==> src/rtl/mc_cpu_pkg.sv <==
// Shared types and encodings for the multi-cycle MIPS-subset core.
package mc_cpu_pkg;

    localparam int unsigned XLEN = 32;

    typedef enum logic [2:0] {
        ST_FETCH,
        ST_DECODE,
        ST_EXEC,
        ST_MEM,
        ST_WB,
        ST_HALT
    } state_e;

    typedef enum logic [2:0] {
        ALU_ADD,
        ALU_SUB,
        ALU_AND,
        ALU_OR,
        ALU_SLT,
        ALU_SLL,
        ALU_SRL
    } alu_op_e;

    localparam logic [5:0] OP_RTYPE = 6'h00;
    localparam logic [5:0] OP_J     = 6'h02;
    localparam logic [5:0] OP_BEQ   = 6'h04;
    localparam logic [5:0] OP_BNE   = 6'h05;
    localparam logic [5:0] OP_ADDI  = 6'h08;
    localparam logic [5:0] OP_SLTI  = 6'h0A;
    localparam logic [5:0] OP_ORI   = 6'h0D;
    localparam logic [5:0] OP_LW    = 6'h23;
    localparam logic [5:0] OP_SW    = 6'h2B;

    localparam logic [5:0] FN_SLL = 6'h00;
    localparam logic [5:0] FN_SRL = 6'h02;
    localparam logic [5:0] FN_ADD = 6'h20;
    localparam logic [5:0] FN_SUB = 6'h22;
    localparam logic [5:0] FN_AND = 6'h24;
    localparam logic [5:0] FN_OR  = 6'h25;
    localparam logic [5:0] FN_SLT = 6'h2A;

endpackage

==> src/rtl/multi_cycle_cpu_if.sv <==
// Instruction and data memory req/ready bus of the multi-cycle core.
interface multi_cycle_cpu_if;
    logic        imem_req_o;
    logic [31:0] imem_addr_o;
    logic        imem_ready_i;
    logic [31:0] imem_rdata_i;
    logic        dmem_req_o;
    logic        dmem_we_o;
    logic [31:0] dmem_addr_o;
    logic [31:0] dmem_wdata_o;
    logic        dmem_ready_i;
    logic [31:0] dmem_rdata_i;

    modport master (
        output imem_req_o, imem_addr_o, dmem_req_o, dmem_we_o, dmem_addr_o, dmem_wdata_o,
        input  imem_ready_i, imem_rdata_i, dmem_ready_i, dmem_rdata_i
    );

    modport slave (
        input  imem_req_o, imem_addr_o, dmem_req_o, dmem_we_o, dmem_addr_o, dmem_wdata_o,
        output imem_ready_i, imem_rdata_i, dmem_ready_i, dmem_rdata_i
    );
endinterface

==> src/rtl/mc_cpu_alu.sv <==
// Combinational ALU shared by every instruction class of the core.
module mc_cpu_alu
    import mc_cpu_pkg::*;
(
    input  alu_op_e     ctrl,
    input  logic [31:0] src1,
    input  logic [31:0] src2,
    input  logic [4:0]  shamt,
    output logic [31:0] result,
    output logic        zero
);
    always_comb begin
        result = '0;
        case (ctrl)
            ALU_ADD: result = src1 + src2;
            ALU_SUB: result = src1 - src2;
            ALU_AND: result = src1 & src2;
            ALU_OR:  result = src1 | src2;
            ALU_SLT: result = {31'b0, ($signed(src1) < $signed(src2))};
            ALU_SLL: result = src2 << shamt;
            ALU_SRL: result = src2 >> shamt;
            default: result = '0;
        endcase
    end

    assign zero = (result == 32'h0);
endmodule

==> src/rtl/multi_cycle_cpu.sv <==
// Multi-cycle MIPS-subset core: one ALU and register file reused across
// FETCH/DECODE/EXEC/MEM/WB, memories reached through req/ready handshakes.
module multi_cycle_cpu
    import mc_cpu_pkg::*;
#(
    parameter logic [31:0] RESET_PC = 32'h0000_0000,
    parameter int unsigned NUM_REGS = 32,
    parameter logic [5:0]  HALT_OP  = 6'h3F
) (
    input  logic              clk_i,
    input  logic              rst_i,
    multi_cycle_cpu_if.master bus,
    output logic              halt_o,
    output logic              illegal_o,
    output logic [31:0]       pc_o
);
    localparam int unsigned RAW = $clog2(NUM_REGS);

    state_e      state_q, state_d;
    logic [31:0] pc_q, ir_q, a_q, b_q, target_q, alu_out_q, mdr_q;
    logic [31:0] regs_q [NUM_REGS];
    logic        imem_req_q, dmem_req_q, dmem_we_q, halt_q, illegal_q;

    logic [5:0]     opcode, funct;
    logic [4:0]     shamt;
    logic [RAW-1:0] rs_idx, rt_idx, rd_idx, wr_idx;
    logic [31:0]    imm_sext, imm_zext, pc_plus4, br_target, j_target, wb_data;

    assign opcode   = ir_q[31:26];
    assign funct    = ir_q[5:0];
    assign shamt    = ir_q[10:6];
    assign rs_idx   = ir_q[21 +: RAW];
    assign rt_idx   = ir_q[16 +: RAW];
    assign rd_idx   = ir_q[11 +: RAW];
    assign imm_sext = {{16{ir_q[15]}}, ir_q[15:0]};
    assign imm_zext = {16'h0000, ir_q[15:0]};
    assign pc_plus4 = pc_q + 32'd4;
    assign br_target = pc_plus4 + {{14{ir_q[15]}}, ir_q[15:0], 2'b00};
    assign j_target = {pc_plus4[31:28], ir_q[25:0], 2'b00};
    assign wr_idx   = (opcode == OP_RTYPE) ? rd_idx : rt_idx;
    assign wb_data  = (opcode == OP_LW) ? mdr_q : alu_out_q;

    // Instruction decode: ALU control, operand selection and legality.
    logic    legal_c, use_imm_c, zext_c, is_halt_c, illegal_trap_c;
    alu_op_e alu_op_c;

    always_comb begin
        legal_c   = 1'b1;
        use_imm_c = 1'b1;
        zext_c    = 1'b0;
        alu_op_c  = ALU_ADD;
        case (opcode)
            OP_RTYPE: begin
                use_imm_c = 1'b0;
                case (funct)
                    FN_ADD:  alu_op_c = ALU_ADD;
                    FN_SUB:  alu_op_c = ALU_SUB;
                    FN_AND:  alu_op_c = ALU_AND;
                    FN_OR:   alu_op_c = ALU_OR;
                    FN_SLT:  alu_op_c = ALU_SLT;
                    FN_SLL:  alu_op_c = ALU_SLL;
                    FN_SRL:  alu_op_c = ALU_SRL;
                    default: legal_c  = 1'b0;
                endcase
            end
            OP_ADDI, OP_LW, OP_SW: alu_op_c = ALU_ADD;
            OP_SLTI:               alu_op_c = ALU_SLT;
            OP_ORI: begin
                alu_op_c = ALU_OR;
                zext_c   = 1'b1;
            end
            OP_BEQ, OP_BNE: begin
                alu_op_c  = ALU_SUB;
                use_imm_c = 1'b0;
            end
            OP_J:    alu_op_c = ALU_ADD;
            default: legal_c  = 1'b0;
        endcase
    end

    assign is_halt_c      = (opcode == HALT_OP);
    assign illegal_trap_c = (state_q == ST_DECODE) && !is_halt_c && !legal_c;

    logic [31:0] alu_src2, alu_result;
    logic        alu_zero;

    assign alu_src2 = use_imm_c ? (zext_c ? imm_zext : imm_sext) : b_q;

    mc_cpu_alu u_alu (
        .ctrl   (alu_op_c),
        .src1   (a_q),
        .src2   (alu_src2),
        .shamt  (shamt),
        .result (alu_result),
        .zero   (alu_zero)
    );

    // A ready only counts while this core is actually requesting.
    logic fetch_done, mem_done;
    assign fetch_done = (state_q == ST_FETCH) && imem_req_q && bus.imem_ready_i;
    assign mem_done   = (state_q == ST_MEM) && dmem_req_q && bus.dmem_ready_i;

    always_ff @(posedge clk_i) begin
        if (rst_i) begin
            state_q    <= ST_FETCH;
            imem_req_q <= 1'b0;
            dmem_req_q <= 1'b0;
            dmem_we_q  <= 1'b0;
            halt_q     <= 1'b0;
            illegal_q  <= 1'b0;
        end else begin
            state_q    <= state_d;
            imem_req_q <= (state_d == ST_FETCH);
            dmem_req_q <= (state_d == ST_MEM);
            dmem_we_q  <= (state_d == ST_MEM) && (opcode == OP_SW);
            halt_q     <= (state_d == ST_HALT);
            illegal_q  <= illegal_q | illegal_trap_c;
        end
    end

    always_comb begin
        state_d = state_q;
        case (state_q)
            ST_FETCH:  if (fetch_done) state_d = ST_DECODE;
            ST_DECODE: state_d = (is_halt_c || !legal_c) ? ST_HALT : ST_EXEC;
            ST_EXEC: begin
                case (opcode)
                    OP_BEQ, OP_BNE, OP_J: state_d = ST_FETCH;
                    OP_LW, OP_SW:         state_d = ST_MEM;
                    default:              state_d = ST_WB;
                endcase
            end
            ST_MEM:  if (mem_done) state_d = (opcode == OP_SW) ? ST_FETCH : ST_WB;
            ST_WB:   state_d = ST_FETCH;
            ST_HALT: state_d = ST_HALT;
            default: state_d = ST_HALT;
        endcase
    end

    // Datapath registers and register file, sequenced by the current state.
    always_ff @(posedge clk_i) begin
        if (rst_i) begin
            pc_q      <= RESET_PC;
            ir_q      <= '0;
            a_q       <= '0;
            b_q       <= '0;
            target_q  <= '0;
            alu_out_q <= '0;
            mdr_q     <= '0;
            for (int unsigned i = 0; i < NUM_REGS; i++) regs_q[i] <= '0;
        end else begin
            case (state_q)
                ST_FETCH: if (fetch_done) ir_q <= bus.imem_rdata_i;
                ST_DECODE: begin
                    a_q      <= regs_q[rs_idx];
                    b_q      <= regs_q[rt_idx];
                    target_q <= br_target;
                end
                ST_EXEC: begin
                    alu_out_q <= alu_result;
                    case (opcode)
                        OP_BEQ:  pc_q <= alu_zero ? target_q : pc_plus4;
                        OP_BNE:  pc_q <= alu_zero ? pc_plus4 : target_q;
                        OP_J:    pc_q <= j_target;
                        default: ;
                    endcase
                end
                ST_MEM: begin
                    if (mem_done) begin
                        if (opcode == OP_SW) pc_q <= pc_plus4;
                        else                 mdr_q <= bus.dmem_rdata_i;
                    end
                end
                ST_WB: begin
                    if (wr_idx != '0) regs_q[wr_idx] <= wb_data;
                    pc_q <= pc_plus4;
                end
                default: ;
            endcase
        end
    end

    assign bus.imem_req_o   = imem_req_q;
    assign bus.imem_addr_o  = pc_q;
    assign bus.dmem_req_o   = dmem_req_q;
    assign bus.dmem_we_o    = dmem_we_q;
    assign bus.dmem_addr_o  = alu_out_q;
    assign bus.dmem_wdata_o = b_q;
    assign halt_o           = halt_q;
    assign illegal_o        = illegal_q;
    assign pc_o             = pc_q;
endmodule

==> src/flat_wrapper.sv <==
// flat-port wrapper written by rule: the top's interface ports become plain ports
module multi_cycle_cpu_flat import mc_cpu_pkg::*;
#(
    parameter logic [31:0] RESET_PC = 32'h0000_0000,
    parameter int unsigned NUM_REGS = 32,
    parameter logic [5:0]  HALT_OP  = 6'h3F
)
  (clk_i, rst_i, halt_o, illegal_o, pc_o, bus_imem_req_o, bus_imem_addr_o, bus_dmem_req_o, bus_dmem_we_o, bus_dmem_addr_o, bus_dmem_wdata_o, bus_imem_ready_i, bus_imem_rdata_i, bus_dmem_ready_i, bus_dmem_rdata_i);
  multi_cycle_cpu_if bus_i ();
  input  logic clk_i;
  input  logic rst_i;
  output logic halt_o;
  output logic illegal_o;
  output logic [31:0] pc_o;
  output wire logic [$bits(bus_i.imem_req_o)-1:0] bus_imem_req_o;
  output wire logic [$bits(bus_i.imem_addr_o)-1:0] bus_imem_addr_o;
  output wire logic [$bits(bus_i.dmem_req_o)-1:0] bus_dmem_req_o;
  output wire logic [$bits(bus_i.dmem_we_o)-1:0] bus_dmem_we_o;
  output wire logic [$bits(bus_i.dmem_addr_o)-1:0] bus_dmem_addr_o;
  output wire logic [$bits(bus_i.dmem_wdata_o)-1:0] bus_dmem_wdata_o;
  input wire logic [$bits(bus_i.imem_ready_i)-1:0] bus_imem_ready_i;
  input wire logic [$bits(bus_i.imem_rdata_i)-1:0] bus_imem_rdata_i;
  input wire logic [$bits(bus_i.dmem_ready_i)-1:0] bus_dmem_ready_i;
  input wire logic [$bits(bus_i.dmem_rdata_i)-1:0] bus_dmem_rdata_i;
  assign bus_imem_req_o = bus_i.imem_req_o;
  assign bus_imem_addr_o = bus_i.imem_addr_o;
  assign bus_dmem_req_o = bus_i.dmem_req_o;
  assign bus_dmem_we_o = bus_i.dmem_we_o;
  assign bus_dmem_addr_o = bus_i.dmem_addr_o;
  assign bus_dmem_wdata_o = bus_i.dmem_wdata_o;
  assign bus_i.imem_ready_i = bus_imem_ready_i;
  assign bus_i.imem_rdata_i = bus_imem_rdata_i;
  assign bus_i.dmem_ready_i = bus_dmem_ready_i;
  assign bus_i.dmem_rdata_i = bus_dmem_rdata_i;
  multi_cycle_cpu #(.RESET_PC(RESET_PC), .NUM_REGS(NUM_REGS), .HALT_OP(HALT_OP)) u_core (.clk_i(clk_i), .rst_i(rst_i), .bus(bus_i), .halt_o(halt_o), .illegal_o(illegal_o), .pc_o(pc_o));
endmodule
==> config.mk <==
export PLATFORM = sky130hd
export DESIGN_NAME = multi_cycle_cpu_flat
export DESIGN_NICKNAME = d
export VERILOG_FILES = /design/src/rtl/mc_cpu_pkg.sv /design/src/rtl/multi_cycle_cpu_if.sv /design/src/rtl/mc_cpu_alu.sv /design/src/rtl/multi_cycle_cpu.sv /design/src/flat_wrapper.sv
export SDC_FILE = /design/constraint.sdc
export NUM_CORES = 2
export LEC_CHECK = 0
export BUFFER_PORTS_ARGS = -buffer_cell sky130_fd_sc_hd__buf_2
export CAP_MARGIN = 20
export CORE_MARGIN = 2
export CORE_UTILIZATION = 60
export DETAILED_ROUTE_END_ITERATION = 8
export PLACE_DENSITY = 0.77
export SYNTH_ARGS = -nofsm -noshare
export SYNTH_HDL_FRONTEND = slang
export SYNTH_HIERARCHICAL = 1
export SYNTH_SLANG_ARGS = --single-unit
==> constraint.sdc <==
create_clock -name clk_i -period 7 [get_ports clk_i]
set_clock_uncertainty 0.2 [all_clocks]
set_input_delay 1.4 -clock clk_i [delete_from_list [all_inputs] [get_ports clk_i]]
set_output_delay 1.4 -clock clk_i [all_outputs]
set_load 0.05 [all_outputs]
=== After elaboration in Yosys (flattened, before gate mapping) ===
Memory sizes are Yosys's and may differ from the RTL's. A register that Yosys moved wholly into a read port is not among the register bits.
Cells that the tools add are included.

* Input port bits: 68
* Memories: 1
* RAM bits: 1024
* Logic and storage cells: 112
* Bits in registers: 168
* Output and inout port bits: 133

* Bitwise logic cells: 4
* Equality and inequality tests: 30
* Add/sub/neg operators: 4
* Reductions and logical operators: 28
* Magnitude comparators: 1
* Shifts and indexed selects: 2
* Multiplexer cells: 31

{| class="wikitable"
|+ Memory list
! name !! words !! width !! rd ports !! clocked after memory_dff !! wr ports !! RTL line !! source
|-
| u_core.regs_q || 32 || 32 || 2 || 2 || 32 || multi_cycle_cpu.sv:21 || <nowiki>logic [31:0] regs_q [NUM_REGS];</nowiki>
|}

{| class="wikitable"
|+ Operators with widths
! operator !! count
|-
| $mux 32 || 8
|-
| $pmux 32 s7 || 1
|-
| $pmux 32 s3 || 2
|-
| $add 32x32->32 || 2
|-
| $eq 6x6->1 const B || 8
|-
| $add 32x3->32 const B || 1
|-
| $and 32x32->32 || 1
|-
| $logic_not 32->1 || 1
|-
| $lt 32x32->1 || 1
|-
| $or 32x32->32 || 1
|-
| $reduce_or 32->1 || 1
|-
| $shl 32x5->32 || 1
|-
| $shr 32x5->32 || 1
|-
| $sub 32x32->32 || 1
|-
| $eq 6x4->1 const B || 3
|-
| $pmux 3 s6 || 1
|-
| $eq 3x2->1 const B || 5
|-
| $eq 3x3->1 const B || 5
|-
| $pmux 3 s5 || 1
|-
| $eq 6x2->1 const B || 2
|-
| $eq 6x3->1 const B || 2
|-
| $logic_not 6->1 || 2
|-
| $mux 3 || 4
|-
| $pmux 3 s4 || 1
|-
| other kinds (23) || 44
|}

=== Logic depth before layout (Yosys ltp) ===
* Word-level depth: 10
* Mapped depth: 30
* Depth with buffers taken out: 23

=== Cells and area by module ===
The synthesis kept the hierarchy.

{| class="wikitable"
|+ By module, submodules not included
! module !! area an instance (µm²) !! times used !! sequential area each (µm²) !! cells an instance
|-
| multi_cycle_cpu || 64343.0 || 1 || 35393.9 || 4842
|-
| mc_cpu_alu || 9062.4 || 1 || 0.0 || 1347
|}

=== Worst setup path after synthesis ===
OpenSTA, ideal clock, no wires.

* Path kind: reg2reg
* Start point: reg u_core.ir_q[30]
* End point: reg u_core.pc_q[31], in the netlist u_core/bus.imem_addr_o[31]
* Arrival: 6160 ps
* Buffers on the path: 5
* Cell stages (with the launch flop): 29
* Data required time: 6672 ps
* Clock period less this slack: 6488 ps
* Setup time: 128 ps
* Setup slack: 512 ps
* Cells stage by stage: dfxtp_1 -> buf_2 -> or3_4 -> nor3_1 -> clkbuf_1 -> nand2_1 -> o21ai_0 -> inv_1 -> ha_1 -> buf_2 -> nor2b_1 -> nor4_1 -> a211oi_1 -> or2_1 -> o2111a_1 -> o31ai_1 -> xor2_1 -> a2111o_1 -> a2111oi_0 -> nand4_1 -> nor3_2 -> a21boi_0 -> o2111a_1 -> buf_2 -> clkbuf_1 -> nor3b_1 -> a21oi_1 -> a2bb2oi_1 -> nor2_1

* Elaborated cells on any way between the ends: 36
* Those cells by class: 2 x add/sub; 1 x order compare; 14 x eq/ne; 2 x shift; 9 x mux; 2 x bitwise; 6 x reduce/logical

{| class="wikitable"
|+ RTL lines
! element !! RTL line !! source
|-
| from (decl) || multi_cycle_cpu.sv:20 || <nowiki>logic [31:0] pc_q, ir_q, a_q, b_q, target_q, alu_out_q, mdr_q;</nowiki>
|-
| from (signal assigned) || multi_cycle_cpu.sv:153 || <nowiki>ST_FETCH: if (fetch_done) ir_q <= bus.imem_rdata_i;</nowiki>
|-
| $eq 6x3->1 or $logic_not 6->1 (tied branches) || multi_cycle_cpu.sv:52 || <nowiki>case (opcode)</nowiki>
|-
| $reduce_or 3->1 (no line) * || n/a ||
|-
| $mux 32 * || multi_cycle_cpu.sv:87 || <nowiki>assign alu_src2 = use_imm_c ? (zext_c ? imm_zext : imm_sext) : b_q;</nowiki>
|-
| via u_core.alu_src2[5] || multi_cycle_cpu.sv:84 || <nowiki>logic [31:0] alu_src2, alu_result;</nowiki>
|-
| $sub 32x32->32 (tied with other cells) || mc_cpu_alu.sv:16 || <nowiki>ALU_SUB: result = src1 - src2;</nowiki>
|-
| $pmux 32 s7 * || mc_cpu_alu.sv:14 || <nowiki>case (ctrl)</nowiki>
|-
| via u_core.alu_result[24] || multi_cycle_cpu.sv:84 ||
|-
| $logic_not 32->1 * || mc_cpu_alu.sv:26 || <nowiki>assign zero = (result == 32'h0);</nowiki>
|-
| via u_core.alu_zero || multi_cycle_cpu.sv:85 || <nowiki>logic alu_zero;</nowiki>
|-
| $mux 32, on equally long branches || multi_cycle_cpu.sv:163, multi_cycle_cpu.sv:162 ||
|-
| $pmux 32 s3 * || multi_cycle_cpu.sv:161 || <nowiki>case (opcode)</nowiki>
|-
| $pmux 32 s3 * || multi_cycle_cpu.sv:152 || <nowiki>case (state_q)</nowiki>
|-
| to (signal assigned) || multi_cycle_cpu.sv:162 || <nowiki>OP_BEQ: pc_q <= alu_zero ? target_q : pc_plus4;</nowiki>
|-
| to (signal assigned) || multi_cycle_cpu.sv:163 || <nowiki>OP_BNE: pc_q <= alu_zero ? pc_plus4 : target_q;</nowiki>
|-
| to (signal assigned) || multi_cycle_cpu.sv:164 || <nowiki>OP_J: pc_q <= j_target;</nowiki>
|-
| to (decl) || multi_cycle_cpu.sv:20 ||
|}

The timed path passes the listed nets; every way through them passes the cells marked *.
A chain may end at the register's enable or synchronous reset.

=== Final worst setup path ===
* Start point: reg u_core.ir_q[31]
* End point: reg u_core.pc_q[7], in the netlist u_core/bus.imem_addr_o[7]

The elaborated chain is that of the path after synthesis.

==> metrics.csv <==
metric;value;unit
Cells after DPL;7721;
commonest register cell after synthesis;sky130_fd_sc_hd__edfxtp_1;
number of buffers inserted during clock tree synthesis;135;
status;finished, final reports clean;
layout filler cell count;8630;
clock insertion delay at the later pin of the skew report;0.79;ns
relative contribution of sequential cells to total power;36.4;%
maximum operating frequency;145;MHz
fraction of the core area covered by cells at the end of the flow;67.3;%
Pre-Repair DR Iteration Count;6;
Multi-input gate area;35800;um^2
combinational group share of total power;34.6;%
switching share of power;36.6;%
Detail Route Antenna Nets;0;
Reg2Reg Launch Point;u_core/ir_q[31];
HP Start;u_core/target_q[16];
area grow syn2layout;11.4;%
weighted congestion at the end of routability-driven global placement;1.08;
Clock Path Buffers;3;
Slew Limit Headroom;21.6;%
internal power consumption;15.4;mW
cell area after layout;81800;um^2
sum of net half-perimeters after detailed placement;184000;um
routed vias;58300;
remaining routing DRC violations;0;
transition time at the pin with the least slew margin;1.17;ns
area of the core;122000;um^2
fin nets;6464;
CTS Hold Buffers Added;0;
register bit total from synthesis;1256;
number of distinct library cell variants in the gate-level netlist after synthesis;108;
total cell area at the placement stage;76800;um^2
time the final worst path needs with I/O delays and setup;6.88;ns
CTS tree;done;
Total Routing Usage GR;43.9;%
FP Rows;128;
max-cap check violation count;0;
fin crit share;98.3;%
critical setup path kind;reg -> reg;
Die Width;354;um
endpoints failing setup;0;
most used cells in the layout excluding fill and tap cells;sky130_fd_sc_hd__nor2_1, sky130_fd_sc_hd__edfxtp_1, sky130_fd_sc_hd__mux4_2;
overflow left after global routing;0;
number of instances in the synthesized netlist;6189;
reported leakage power;26.9;nW
non-filler instance count after layout;7994;
CTS sink count;1256;
cell accounting for the most synthesized area;sky130_fd_sc_hd__edfxtp_1;
IO Pins;201;
Startpoint Class;flip-flop;
Yosys warning total;6;
Vias per Instance;7.29;
HP Class;reg -> reg;
top-area cell type share of the netlist area;41.9;%
share of layout cells above drive strength 1;24.1;%
CTS clock-pin slew for the worst setup and hold paths;0.06;ns
synth top area cells;sky130_fd_sc_hd__edfxtp_1, sky130_fd_sc_hd__mux4_2, sky130_fd_sc_hd__nor2_1, sky130_fd_sc_hd__dfxtp_1, sky130_fd_sc_hd__mux2i_1;
initial antenna violation count;16;
critical path peak fanout;9;
max-slew violation count;0;
sequential-to-total area share from yosys stat;48.2;%
most common cell after layout, fill and taps aside;sky130_fd_sc_hd__nor2_1;
htree depth;4;
number of failing hold endpoints at the final stage;0;
vertical die dimension;354;um
Async S/R FF share, synth;0;%
area of all sequential standard cells;35400;um^2
number of DRC markers in iteration 0;10400;
Critical Path AT;7.31;ns
drt wl/cell;34.7;um
root cell of the clock tree;sky130_fd_sc_hd__clkbuf_16;
Critical path origin;u_core/ir_q[31];
sw power;8.89;mW
Post-Route WL;277000;um
power consumption;24.3;mW
initial core utilization;60.4;%
post-synthesis average cell area;11.9;um^2
vias in the first global route;56200;
full die area;125000;um^2
pin count of the biggest net entering global routing;157;
port bufs;200;
global-route wire length before repair;394000;um
data required time at the worst endpoint;7.43;ns
power share of the clock group;29.0;%
power density over cell area;297;nW/um^2
Cell Area, Synth;73400;um^2
worst-case vdd ir drop;263;uV
number of synthesized flops with an enable pin;1024;
crit end category;flip-flop;
## power groups by stage
stage,combinational (mW),clock (mW),sequential (mW)
global route,8.62,7.34,8.86
detailed placement,7.75,0,8.97
CTS,7.81,7.09,8.82
finish,8.40,7.06,8.85
floorplan,4.78,0,8.91
global placement,7.73,0,8.94
## path summary, 6_finish.rpt
check	to	slack [ns]	cells after the start
min reg2reg	u_core/target_q[16]	0.26	2
min	u_core/target_q[16]	0.26	2
max	u_core/bus.imem_addr_o[7]	0.12	26
max reg2reg	u_core/bus.imem_addr_o[7]	0.12	26
## synth_stat cells (11+ instances only)
| cell type | instances |
|---|---|
| sky130_fd_sc_hd__edfxtp_1 | 1024 |
| sky130_fd_sc_hd__nor2_1 | 1263 |
| sky130_fd_sc_hd__mux4_2 | 586 |
| sky130_fd_sc_hd__buf_4 | 67 |
| sky130_fd_sc_hd__clkbuf_1 | 328 |
| sky130_fd_sc_hd__xor2_1 | 22 |
| sky130_fd_sc_hd__mux2_2 | 39 |
| sky130_fd_sc_hd__nand2_1 | 439 |
| sky130_fd_sc_hd__and2_1 | 12 |
| sky130_fd_sc_hd__dfxtp_1 | 232 |
| sky130_fd_sc_hd__o31ai_1 | 15 |
| sky130_fd_sc_hd__a211oi_1 | 128 |
| sky130_fd_sc_hd__a21oi_1 | 276 |
| sky130_fd_sc_hd__buf_1 | 24 |
| sky130_fd_sc_hd__nand3_1 | 57 |
| sky130_fd_sc_hd__nor3_1 | 57 |
| sky130_fd_sc_hd__o221ai_1 | 21 |
| sky130_fd_sc_hd__a211o_1 | 15 |
| sky130_fd_sc_hd__xnor2_1 | 49 |
| sky130_fd_sc_hd__buf_2 | 171 |
| sky130_fd_sc_hd__ha_1 | 139 |
| sky130_fd_sc_hd__a21o_1 | 46 |
| sky130_fd_sc_hd__or3_1 | 15 |
| sky130_fd_sc_hd__a222oi_1 | 14 |
| sky130_fd_sc_hd__a221oi_1 | 11 |
| sky130_fd_sc_hd__o21ai_1 | 11 |
| sky130_fd_sc_hd__nand2b_1 | 66 |
| sky130_fd_sc_hd__o21ai_0 | 126 |
| sky130_fd_sc_hd__buf_6 | 16 |
| sky130_fd_sc_hd__o21bai_1 | 11 |
| sky130_fd_sc_hd__a22oi_1 | 15 |
| sky130_fd_sc_hd__nand4_1 | 29 |
| sky130_fd_sc_hd__nor4_1 | 28 |
| sky130_fd_sc_hd__mux2i_1 | 358 |
| sky130_fd_sc_hd__nor2b_1 | 17 |
| sky130_fd_sc_hd__o21a_1 | 15 |
| sky130_fd_sc_hd__o22ai_1 | 38 |
| sky130_fd_sc_hd__a31oi_1 | 17 |
| sky130_fd_sc_hd__o211ai_1 | 43 |
| sky130_fd_sc_hd__inv_1 | 112 |
| sky130_fd_sc_hd__and3_1 | 23 |
## routing by layer
layer,global-route usage [%],part of all wire [%]
met1,55.8,33
met2,66.3,45
met3,15.0,15
met4,24.4,6.7
met5,0,0.045
## what timing repair did
action	in CTS	in global routing
gates cloned	0	1
gates resized for setup	4	84
endpoints found under the setup margin	20	32
setup buffers	0	8
pin swaps	0	17
## per-stage QoR
stage | TNS, ns | hold slack [ns] | setup WS, ns
CTS | 0 | 0.247 | 0.00138
detailed placement | -0.981 | 0.241 | -0.112
global placement | -0.0183 | 0.239 | -0.0183
floorplan | 0 | 0.224 | 0.512
global route | -0.0118 | 0.265 | -0.0118
finish | 0 | 0.256 | 0.121
## sequential cells by signal, summed over array words and instances, names as in the netlist
| name | count |
|---|---|
| u_core/regs_q | 1024 |
| u_core/a_q | 32 |
| u_core/bus.dmem_addr_o | 32 |
| u_core/bus.dmem_wdata_o | 32 |
| u_core/bus.imem_addr_o | 32 |
| u_core/ir_q | 32 |
| u_core/mdr_q | 32 |
| u_core/target_q | 32 |
| u_core/state_q | 3 |
| u_core/bus.dmem_req_o | 1 |
| u_core/bus.dmem_we_o | 1 |
| u_core/bus.imem_req_o | 1 |
| u_core/halt_o | 1 |
| u_core/illegal_o | 1 |
## area by class of cell
cell class,count,share of cell area (%)
well taps,1625,2.49
repair buffers,504,4.62
multi-input cells,4239,43.7
clock buffers,180,4.52
inverters,118,0.541
flip-flops and latches,1256,43.3
diodes,3,0.00918
clock inverters,69,0.771
## kinds of logic (layout without fill, tap and decap cells)
logic type      after synthesis  in the layout  share of synthesized area, %
compound gates              916            916                          8.31
xor+xnor                     71             71                         0.847
fa+ha+maj                   142            142                          2.45
buf+inv                     725            871                          4.51
flops                      1256           1256                          48.2
mux                         993            993                          23.6
other cells                   1             35                       0.00511
simple gates               2085           2085                          12.0
## critical path: stages (launching register included)
cell and delay, ns:
sky130_fd_sc_hd__dfxtp_1 0.32, sky130_fd_sc_hd__or3_4 0.44, sky130_fd_sc_hd__nor3_4 0.21, sky130_fd_sc_hd__buf_4 0.15, sky130_fd_sc_hd__buf_6 0.16, sky130_fd_sc_hd__mux2_2 0.42
sky130_fd_sc_hd__inv_1 0.12, sky130_fd_sc_hd__ha_2 0.30, sky130_fd_sc_hd__nand3_1 0.11, sky130_fd_sc_hd__or4_1 0.56, sky130_fd_sc_hd__o21a_4 0.24, sky130_fd_sc_hd__a211oi_1 0.45
sky130_fd_sc_hd__buf_4 0.20, sky130_fd_sc_hd__a211oi_1 0.08, sky130_fd_sc_hd__o2111ai_1 0.23, sky130_fd_sc_hd__o211ai_1 0.22, sky130_fd_sc_hd__nor3_1 0.34, sky130_fd_sc_hd__nand4_1 0.24
sky130_fd_sc_hd__nor3_4 0.42, sky130_fd_sc_hd__buf_6 0.19, sky130_fd_sc_hd__a21oi_1 0.05, sky130_fd_sc_hd__o221ai_2 0.16, sky130_fd_sc_hd__nand2_1 0.10, sky130_fd_sc_hd__buf_4 0.17
sky130_fd_sc_hd__buf_4 0.15, sky130_fd_sc_hd__a222oi_1 0.35, sky130_fd_sc_hd__a211oi_1 0.14
Note: power is estimated with default switching activity, not from simulation.
